**src/rtl/text_cursor_writer.sv**
```systemverilog
// text_cursor_writer: turns a valid/ready character stream into registered writes for a ROWS x COLS text RAM.
// Optional macro TEXT_AUTOWRAP_EN: a printable at the last column wraps the cursor to the next row.
module text_cursor_writer #(
    parameter int DATA_WIDTH     = 8,
    parameter int ROWS           = 4,
    parameter int COLS           = 32,
    parameter int CLEAR_ON_RESET = 1
) (
    input  logic                      clk,
    input  logic                      rst_n,
    input  logic                      char_valid,
    input  logic [DATA_WIDTH-1:0]     char_data,
    output logic                      char_ready,
    output logic                      we,
    output logic [$clog2(ROWS)-1:0]   w_row,
    output logic [$clog2(COLS)-1:0]   w_col,
    output logic [DATA_WIDTH-1:0]     din,
    output logic [$clog2(ROWS)-1:0]   cursor_row,
    output logic [$clog2(COLS)-1:0]   cursor_col,
    output logic                      busy
);
    localparam int RW = $clog2(ROWS);
    localparam int CW = $clog2(COLS);
    localparam logic [DATA_WIDTH-1:0] C_BS    = DATA_WIDTH'(8'h08);
    localparam logic [DATA_WIDTH-1:0] C_LF    = DATA_WIDTH'(8'h0A);
    localparam logic [DATA_WIDTH-1:0] C_FF    = DATA_WIDTH'(8'h0C);
    localparam logic [DATA_WIDTH-1:0] C_CR    = DATA_WIDTH'(8'h0D);
    localparam logic [DATA_WIDTH-1:0] C_SP    = DATA_WIDTH'(8'h20);
    localparam logic [DATA_WIDTH-1:0] C_TILDE = DATA_WIDTH'(8'h7E);

    typedef enum logic {S_IDLE, S_CLEAR} state_t;
    localparam state_t S_RST = (CLEAR_ON_RESET != 0) ? S_CLEAR : S_IDLE;

    state_t                r_state, w_state_nx;
    logic                  r_we, w_we_nx;
    logic [RW-1:0]         r_w_row, w_w_row_nx, r_cur_row, w_cur_row_nx, r_swp_row, w_swp_row_nx;
    logic [CW-1:0]         r_w_col, w_w_col_nx, r_cur_col, w_cur_col_nx, r_swp_col, w_swp_col_nx;
    logic [DATA_WIDTH-1:0] r_din, w_din_nx;
    logic                  w_printable, w_col_last, w_row_last, w_swp_col_last, w_swp_row_last;

    assign char_ready     = (r_state == S_IDLE);
    assign busy           = (r_state == S_CLEAR);
    assign we             = r_we;
    assign w_row          = r_w_row;
    assign w_col          = r_w_col;
    assign din            = r_din;
    assign cursor_row     = r_cur_row;
    assign cursor_col     = r_cur_col;
    assign w_printable    = (char_data >= C_SP) && (char_data <= C_TILDE);
    assign w_col_last     = (r_cur_col == CW'(COLS - 1));
    assign w_row_last     = (r_cur_row == RW'(ROWS - 1));
    assign w_swp_col_last = (r_swp_col == CW'(COLS - 1));
    assign w_swp_row_last = (r_swp_row == RW'(ROWS - 1));

    always_ff @(posedge clk or negedge rst_n) begin
        if (!rst_n) begin
            r_state   <= S_RST;
            r_we      <= 1'b0;
            r_w_row   <= '0;
            r_w_col   <= '0;
            r_din     <= '0;
            r_cur_row <= '0;
            r_cur_col <= '0;
            r_swp_row <= '0;
            r_swp_col <= '0;
        end else begin
            r_state   <= w_state_nx;
            r_we      <= w_we_nx;
            r_w_row   <= w_w_row_nx;
            r_w_col   <= w_w_col_nx;
            r_din     <= w_din_nx;
            r_cur_row <= w_cur_row_nx;
            r_cur_col <= w_cur_col_nx;
            r_swp_row <= w_swp_row_nx;
            r_swp_col <= w_swp_col_nx;
        end
    end

    always_comb begin
        w_state_nx   = r_state;
        w_we_nx      = 1'b0;
        w_w_row_nx   = r_w_row;
        w_w_col_nx   = r_w_col;
        w_din_nx     = r_din;
        w_cur_row_nx = r_cur_row;
        w_cur_col_nx = r_cur_col;
        w_swp_row_nx = r_swp_row;
        w_swp_col_nx = r_swp_col;
        if (r_state == S_CLEAR) begin
            // sweep counter returns to (0,0) after the last cell, ready for the next clear
            w_we_nx      = 1'b1;
            w_w_row_nx   = r_swp_row;
            w_w_col_nx   = r_swp_col;
            w_din_nx     = C_SP;
            w_swp_col_nx = w_swp_col_last ? '0 : r_swp_col + CW'(1);
            w_swp_row_nx = !w_swp_col_last ? r_swp_row : w_swp_row_last ? '0 : r_swp_row + RW'(1);
            w_state_nx   = (w_swp_col_last && w_swp_row_last) ? S_IDLE : S_CLEAR;
        end else if (char_valid) begin
            if (w_printable) begin
                w_we_nx    = 1'b1;
                w_w_row_nx = r_cur_row;
                w_w_col_nx = r_cur_col;
                w_din_nx   = char_data;
`ifdef TEXT_AUTOWRAP_EN
                w_cur_col_nx = w_col_last ? '0 : r_cur_col + CW'(1);
                w_cur_row_nx = !w_col_last ? r_cur_row : w_row_last ? '0 : r_cur_row + RW'(1);
`else
                w_cur_col_nx = w_col_last ? r_cur_col : r_cur_col + CW'(1);
`endif
            end else if (char_data == C_LF) begin
                w_cur_col_nx = '0;
                w_cur_row_nx = w_row_last ? '0 : r_cur_row + RW'(1);
            end else if (char_data == C_CR) begin
                w_cur_col_nx = '0;
            end else if (char_data == C_BS && (r_cur_col != '0 || r_cur_row != '0)) begin
                w_cur_col_nx = (r_cur_col != '0) ? r_cur_col - CW'(1) : CW'(COLS - 1);
                w_cur_row_nx = (r_cur_col != '0) ? r_cur_row : r_cur_row - RW'(1);
                w_we_nx      = 1'b1;
                w_w_row_nx   = w_cur_row_nx;
                w_w_col_nx   = w_cur_col_nx;
                w_din_nx     = C_SP;
            end else if (char_data == C_FF) begin
                w_state_nx   = S_CLEAR;
                w_cur_row_nx = '0;
                w_cur_col_nx = '0;
            end
        end
    end
endmodule

```
**config.mk**
```make
export PLATFORM = sky130hd
export DESIGN_NAME = text_cursor_writer
export DESIGN_NICKNAME = d
export VERILOG_FILES = /design/src/rtl/text_cursor_writer.sv
export SDC_FILE = /design/constraint.sdc
export NUM_CORES = 1
export LEC_CHECK = 0
export CAP_MARGIN = 20
export CELL_PAD_IN_SITES_DETAIL_PLACEMENT = 2
export CELL_PAD_IN_SITES_GLOBAL_PLACEMENT = 2
export CORE_MARGIN = 3
export CORE_UTILIZATION = 34
export CTS_BUF_LIST = sky130_fd_sc_hd__clkbuf_8 sky130_fd_sc_hd__clkbuf_16
export DETAILED_ROUTE_END_ITERATION = 8
export PLACE_DENSITY = 0.83
export SLEW_MARGIN = 20
export SYNTH_ARGS = -nofsm -noshare
export SYNTH_HDL_FRONTEND = slang
export SYNTH_SLANG_ARGS = --single-unit
```
**constraint.sdc**
```tcl
create_clock -name clk -period 5.58 [get_ports clk]
set_input_delay 1.674 -clock clk [delete_from_list [all_inputs] [get_ports clk]]
set_output_delay 1.674 -clock clk [all_outputs]
set_load 0.02 [all_outputs]
```
* Word-level counts from Yosys, hierarchy flattened
Cells that the tools add are included.
** Word-level totals
- Register bits :: 31
- Output and inout port bits :: 25
** Cells by class
- Add/subtract/negate cells :: 6
- Magnitude comparators :: 2
- Eq/ne operators :: 12
- Muxes and demuxes :: 47
- Bitwise operators :: 2
- Reductions and logical operators :: 14
** Operator list (number)
- $mux 5 :: 14
- $mux 8 :: 6
- $eq 8x4->1 const B :: 4
- $mux 2 :: 13
- $mux 1 :: 14
- $add 5x1->5 const B :: 2
- $eq 5x5->1 const B :: 2
- $reduce_bool 5->1 :: 2
- $ge 8x6->1 const B :: 1
- $le 8x7->1 const B :: 1
- $reduce_and 4->1 :: 2
- $ne 3x3->1 const B :: 2
- $reduce_bool 3->1 :: 2
- $reduce_and 5->1 :: 1
- $sub 5x1->5 const B :: 1
- $add 2x1->2 const B :: 2
- $eq 2x2->1 const B :: 2
- $ne 2x2->1 const B :: 2
- $reduce_bool 2->1 :: 2
- $logic_and 1x1->1 :: 3
- $not 1->1 :: 2
- $reduce_and 2->1 :: 1
- $sub 2x1->2 const B :: 1
- $logic_or 1x1->1 :: 1

* Depth between registers and ports, before layout
Gate-level depths: netlist of run 1.
- Depth in word-level cells :: 9
- Depth in mapped cells :: 7
- Gate-level depth less buffers :: 7

* Least setup slack after synthesis of run 1
No wires, ideal clock.
- Path type :: input -> register
- From :: input port char_data[4]
- To :: register r_w_col[4], in the netlist w_col[4]
- Library setup time :: 0.126 ns
- Arrival :: 3.190 ns
- Path slack :: 2.264 ns
- Cell stages on the path :: 6
- Cell sequence :: or4b_1 or2_1 buf_6 o21ai_4 a21oi_2 a221o_1
** Between the ends
- Cells in the longest elaborated chain, start to end :: 5
- Elaborated cells on any way between the ends :: 14
** RTL lines
- start, declared :: line 12 : input logic [DATA_WIDTH-1:0] char_data,
- $ge 8x6->1 or $le 8x7->1 (tied branches) :: line 49 : assign w_printable = (char_data >= C_SP) && (char_data <= C_TILDE);
- $logic_and 1x1->1 :: line 49
- $mux 5 :: line 99 : if (w_printable) begin
- $mux 5 :: line 98 : end else if (char_valid) begin
- $mux 5 :: line 89 : if (r_state == S_CLEAR) begin
- end signal, assigned :: line 70 : r_w_col <= w_w_col_nx;
- end, declared :: line 37 : logic [CW-1:0] r_w_col, w_w_col_nx, r_cur_col, w_cur_col_nx, r_swp_col, w_swp_col_nx;
Parallel ways exist; a longest one is shown, timed or not. The select of a mux whose other input is x is not followed.
A chain may end at the register's enable or synchronous reset.

* Worst setup path after layout of run 1
Ends and elaborated chain as after synthesis.

==> impl_metrics.tcl, run 1 <==
set metrics [dict create \
    run_status "finished, final reports clean" \
    synth_top_family_by_area "compound AO/OA/AOI/OAI gates" \
    vdd_drop_max_mv 0.1427 \
    clk-insertion-delay-late_ns 0.28 \
    clock_skew_ns 0.004913 \
    synthToLayoutAreaGrowth_pct 27.96 \
    drt_pre_antenna_iters 4 \
    maxSlewHeadroom_pct 57.52 \
    drv_cap 0 \
    antenna_found_initial 0 \
    pre_cts_ws_ns 1.492 \
    path_cells "clkdlybuf4s50_1 -> or4b_1 -> or2_1 -> o21ai_4 -> a21oi_2 -> a221o_1" \
    wirelength_mm 6.107 \
    synth_top_cell_by_area "dfrtp_1" \
    fmax_ghz 0.2631 \
    setup_slack_ns 1.780 \
    rsz0062_at_grt "no" \
    post-cts-setup-buffers 0 \
    htreeDepth 2 \
    syn_area_um2 1862 \
    seq_area_frac_synth_pct 41.73 \
    whs_path_depth 1 \
    critical_path_class "input pin to flip-flop" \
    die_h_um 80 \
    grt_usage_pct 21.16 \
    cp_data_required_time_ns 5.74 \
    drt_iter0_drc 54 \
    synthMuxAreaShare_pct 5.108 \
    diodes 0 \
    synth.distinct_cells 59 \
    syn_inst 190 \
    design_area_um2 2382 \
    cts_buffers 5 \
    crit_family "simple AND/OR/NAND/NOR gates" \
    cpPeakStageDelay_ns 0.65 \
    gp_congestion 0.8390 \
    layout_min_cycle_time_ns 3.801 \
    hpwl_mm 4.660 \
    synth_common_cells "30 x dfrtp_1, 14 x inv_1, 14 x nor2_1" \
    yosys_warnings 0 \
    power.total_mw 0.7887 \
    cts_sinks 31 \
    synth.avg_cell_area_um2 9.799 \
    num_io_pins 36 \
    cts.reportedPaths.clkPinSlew_ns 0.06 \
    holdCritStartpoint "din[0]" \
    powerDensity_nw_per_um2 331.1 \
    regToRegEndpoint "cursor_col[1]" \
    reg2reg_slack_ns 2.83 \
    grt_pass1_wl_mm 10.29 \
    min_to "din[0]" \
    fin_crit_sh_pct 68.11 \
    portBuffers 35 \
    synth-xor-area-share_pct 0.4704 \
    syn_nets 209 \
    drive_gt1_share_pct 7.895 \
    cts-root-buf "clkbuf_8" \
    finalHoldViolCount 0 \
    crit_fanout 9 \
    die-area_um2 6400 \
    postCtsResizedCells 0 \
    synth_edf_count 0 \
    vias 1712 \
    post_dp_cell_area_um2 2280 \
    setup_viol 0 \
    ys_ff_latch 31 \
    worst_r2r_startpoint "cursor_col[0]" \
    core_um2 5205 \
    start_util_pct 35.77 \
    synth_top_area_share_pct 40.32 \
    grt_max_degree 32 \
    worstRegToRegCells 7 \
    cts_buffer_depth 2 \
    synth.most_common_cell "dfrtp_1" \
    synth.area.top_cells "dfrtp_1 40%, ha_1 5.4%, a21oi_1 3.0%" \
    p_leak_nw 1.013 \
    tns_ns 0 \
    die_width_um 80 \
    tritoncts "yes" \
    tightest_slew_ns 0.6319 \
    yosys.area_share.simple_pct 18.28 \
    gr-total-overflow 0 \
    path_buf_inv 1 \
    cp-start-kind "input pin" \
    synth-compound-area-share_pct 24.73 \
    async_flop_share_pct 100.0 \
    fillers 568 \
    holdCritPathClass "flip-flop to flip-flop" \
    arrival_ns 3.97 \
    row_count 26 \
    drv_slew 0 \
    drc 0 \
    end_kind "flip-flop" \
    placedCellCount 291 \
    crit_path_top_delay_cell "or4b_1" \
    drtAntennaViolNets 0 \
    nNetsFinal 247 \
    vias_per_cell 5.745 \
    hold_ws_ns 0.5086 \
    ctsHoldBuffers 0 \
    grt_pass1_vias 1929 \
    final_cell_count_no_fill 298 \
    wl_per_cell_um 20.49 \
    synth_top_flop_cell "dfrtp_1" \
    synthAdderAreaFrac_pct 5.376 \
    final_util_pct 45.77 \
]
==> routing by layer <==
layer | vias to the layer above | global-route usage [%] | wire, µm
met2 | 27 | 36.01 | 3068
met3 | 6 | 4.176 | 185
met1 | 882 | 27.91 | 2807
li1 | 797 | - | -
met5 | - | 0 | 0
met4 | 0 | 4.054 | 45
==> layout make-up <==
| cell class | count | area (µm²) | share of cell area (%) |
|---|---|---|---|
| Multi-Input combinational cell | 140 | 1005 | 42.17 |
| Sequential cell | 31 | 777.0 | 32.62 |
| Timing Repair Buffer | 36 | 357.8 | 15.02 |
| Tap cell | 70 | 87.58 | 3.676 |
| Clock buffer | 5 | 68.82 | 2.889 |
| Inverter | 14 | 52.55 | 2.206 |
| Clock inverter | 2 | 33.78 | 1.418 |
==> flip-flops by register name, indices dropped and copies added, names as in the netlist <==
signal      count
busy            1
din             8
r_swp_col       5
w_row           2
we              1
r_swp_row       2
cursor_row      2
cursor_col      5
w_col           5
==> worst max-delay path by stage <==
stage                     slack, ns    startpoint        to  cells past startpoint
after floorplan                2.26  char_data[4]  w_col[4]                      6
after global placement         1.56  char_data[4]  w_col[4]                      6
after detailed placement       1.49  char_data[4]    din[6]                      6
after CTS                      1.77  char_data[4]  w_col[4]                      6
after global routing           1.66  char_data[4]  w_col[4]                      6
final                          1.78  char_data[4]  w_col[4]                      6
==> power breakdown <==
group / internal, mW / leakage [nW] / total (mW) / switching, mW
sequential: 0.261 / 0.400 / 0.315 / 0.0533
clock: 0.129 / 0.0554 / 0.212 / 0.0835
combinational: 0.118 / 0.558 / 0.262 / 0.144
==> cells by family after synthesis <==
family / Yosys count
AO/OA/AOI/OAI: 63
AND/OR/NAND/NOR: 59
flip-flops: 31
buffers and inverters: 19
multiplexers: 9
adder cells (fa/ha/maj): 8
XOR/XNOR: 1
==> cells in the final DEF, fill, tap and decap left out, types with 2 or more instances in the layout <==
| cell type | count |
|---|---|
| dfrtp_1 | 30 |
| a21oi_1 | 11 |
| inv_1 | 15 |
| o32ai_1 | 2 |
| nand2_1 | 9 |
| a32oi_1 | 3 |
| and4_1 | 2 |
| nand2b_1 | 4 |
| o21a_1 | 2 |
| a22o_1 | 6 |
| mux2i_1 | 5 |
| o31ai_1 | 5 |
| ha_1 | 8 |
| nor2_1 | 14 |
| o211ai_1 | 2 |
| mux2_2 | 3 |
| nand3_1 | 6 |
| clkdlybuf4s50_1 | 35 |
| clkbuf_8 | 5 |
| o21ai_0 | 11 |
| and3_1 | 4 |
| o22ai_1 | 2 |
| nor2b_1 | 2 |
| a31oi_1 | 2 |
| nor3_1 | 6 |
(Power assumes the default switching activity.)
==> run 2: changes to the inputs <==
Settings changed: CORE_UTILIZATION 34 to 29, PLACE_DENSITY 0.83 to 0.75.
Clock period 5.58 ns to 3.1 ns, I/O delays scaled along.
==> run 2 against run 1 <==
Net effect: sequential power rose by 77%; count of clock-buffer cells in the layout rose by 2; highest routed layer unchanged; clock skew grew 0.0014 ns; design area grew 6.0%; core utilization decreased by 4.1 points; combinational power increased by 90%; die area up 16%; first-iteration DRC count down 9.3%; largest power group unchanged.
==> impl_metrics.tcl, run 2 (synthesis results as in run 1) <==
set metrics [dict create \
    clock_skew_ns 0.006360 \
    end_kind "flip-flop" \
    maxSlewHeadroom_pct 71.96 \
    drtAntennaViolNets 0 \
    critPathLaunch "char_data[7]" \
    num_io_pins 36 \
    pre_cts_ws_ns 0.04497 \
    rsz0062_at_grt "no" \
    final_util_pct 41.66 \
    drv_cap 0 \
    post-cts-setup-buffers 0 \
    tns_ns 0 \
    start_util_pct 30.72 \
    setup_viol 0 \
    diodes 0 \
    power.total_mw 1.420 \
    portBuffers 35 \
    clk-insertion-delay-late_ns 0.28 \
    p_leak_nw 1.093 \
    vdd_drop_max_mv 0.2226 \
    wl_per_cell_um 19.91 \
    grt_max_degree 32 \
    drt_pre_antenna_iters 4 \
    cts_sinks 31 \
    cts.reportedPaths.clkPinSlew_ns 0.07 \
    reg2reg_slack_ns 0.61 \
    design_area_um2 2525 \
    regToRegEndpoint "w_col[4]" \
    holdCritStartpoint "din[3]" \
    final_common_cell "clkdlybuf4s50_1" \
    row_count 28 \
    crit_fanout 9 \
    largest_reg_flops 8 \
    cts_buffers 5 \
    layout_common_cells "35 x clkdlybuf4s50_1, 30 x dfrtp_1, 19 x buf_4, 14 x inv_1, 14 x nor2_1" \
    cts-root-buf "clkbuf_8" \
    die_h_um 86.13 \
    cp_data_required_time_ns 3.26 \
    hpwl_mm 4.918 \
    nNetsFinal 265 \
    postCtsResizedCells 0 \
    worstRegToRegCells 7 \
    cts_buffer_depth 2 \
    gp_congestion 0.8318 \
    worst_r2r_startpoint "cursor_col[0]" \
    die_width_um 86.13 \
    synthToLayoutAreaGrowth_pct 35.62 \
    die-area_um2 7418 \
    finalHoldViolCount 0 \
    antenna_found_initial 0 \
    tritoncts "yes" \
    drive_gt1_share_pct 15.38 \
    fin_crit_sh_pct 90.04 \
    fmax_ghz 0.3583 \
    path_cells "clkdlybuf4s50_1 -> or4_4 -> or2_1 -> o21ai_4 -> a21oi_2 -> a221o_1" \
    setup_slack_ns 0.3087 \
    holdCritPathClass "flip-flop to flip-flop" \
    htreeDepth 2 \
    grt_usage_pct 18.71 \
    powerDensity_nw_per_um2 562.4 \
    whs_path_depth 1 \
    post_dp_cell_area_um2 2421 \
    gr-total-overflow 0 \
    drt_iter0_drc 49 \
    layout_min_cycle_time_ns 2.791 \
    grt_pass1_wl_mm 10.64 \
    vias_per_cell 5.472 \
    drv_slew 0 \
    arrival_ns 2.95 \
    cpPeakStageDelay_ns 0.55 \
    drc 0 \
    grt_pass1_vias 1983 \
    ctsHoldBuffers 0 \
    core_um2 6061 \
    critical_path_class "input pin to flip-flop" \
    fillers 670 \
    crit_path_top_delay_cell "or4_4" \
    wirelength_mm 6.411 \
    vias 1762 \
    tightest_slew_ns 0.4196 \
    cp-start-kind "input pin" \
    min_to "din[3]" \
    run_status "finished, final reports clean" \
]
[run 2: changes by cell type in the layout (fill, tap and decap cells not counted), sizes merged]
cell,change
buf,+18
bufinv,-1
clkbuf,+2
clkinvlp,+1
inv,-1
[run 2: area by class of cell]
type / instances / area, µm² / share of cell area, %
well taps: 75 / 93.84 / 3.717
multi-input cells: 140 / 1005 / 39.79
clock inverters: 1 / 7.507 / 0.2973
flip-flops and latches: 31 / 777.0 / 30.77
clock buffers: 7 / 96.34 / 3.816
inverters: 14 / 52.55 / 2.081
repair buffers: 54 / 493.0 / 19.52
[run 2: worst max path at each step]
| stage | to | slack [ns] | depth (start not counted) |
|---|---|---|---|
| floorplan | w_col[4] | 0.53 | 6 |
| global placement | w_col[3] | 0.09 | 6 |
| detailed placement | w_col[4] | 0.04 | 6 |
| CTS | w_col[4] | 0.30 | 6 |
| global route | w_col[4] | 0.23 | 7 |
| finish | w_col[4] | 0.31 | 6 |
[run 2: metrics by stage]
step,hold WS [ns],cells
floorplan,0.4602,190
global placement,0.4727,314
detailed placement,0.4981,314
CTS,0.5142,322
global route,0.5420,322
finish,0.5076,322
[run 2: critical path, delay by kind of cell]
kind                   cells  cell delay (ns)
buffers and inverters      1             0.47
AO/OA/AOI/OAI              3             0.69
AND/OR/NAND/NOR            2             0.85
[run 2: where the power goes]
part / switching (mW) / internal, mW / total, mW
logic: 0.265 / 0.234 / 0.499
registers: 0.0875 / 0.470 / 0.557
clock network: 0.162 / 0.202 / 0.364
[run 2: metal layers]
layer / global-route usage [%] / up-vias / part of all wire, %
met5: 0 / - / 0
met1: 23.43 / 887 / 45
met4: 4.748 / 0 / 0.56
met3: 3.074 / 2 / 3.3
met2: 33.22 / 40 / 51
li1: - / 833 / -
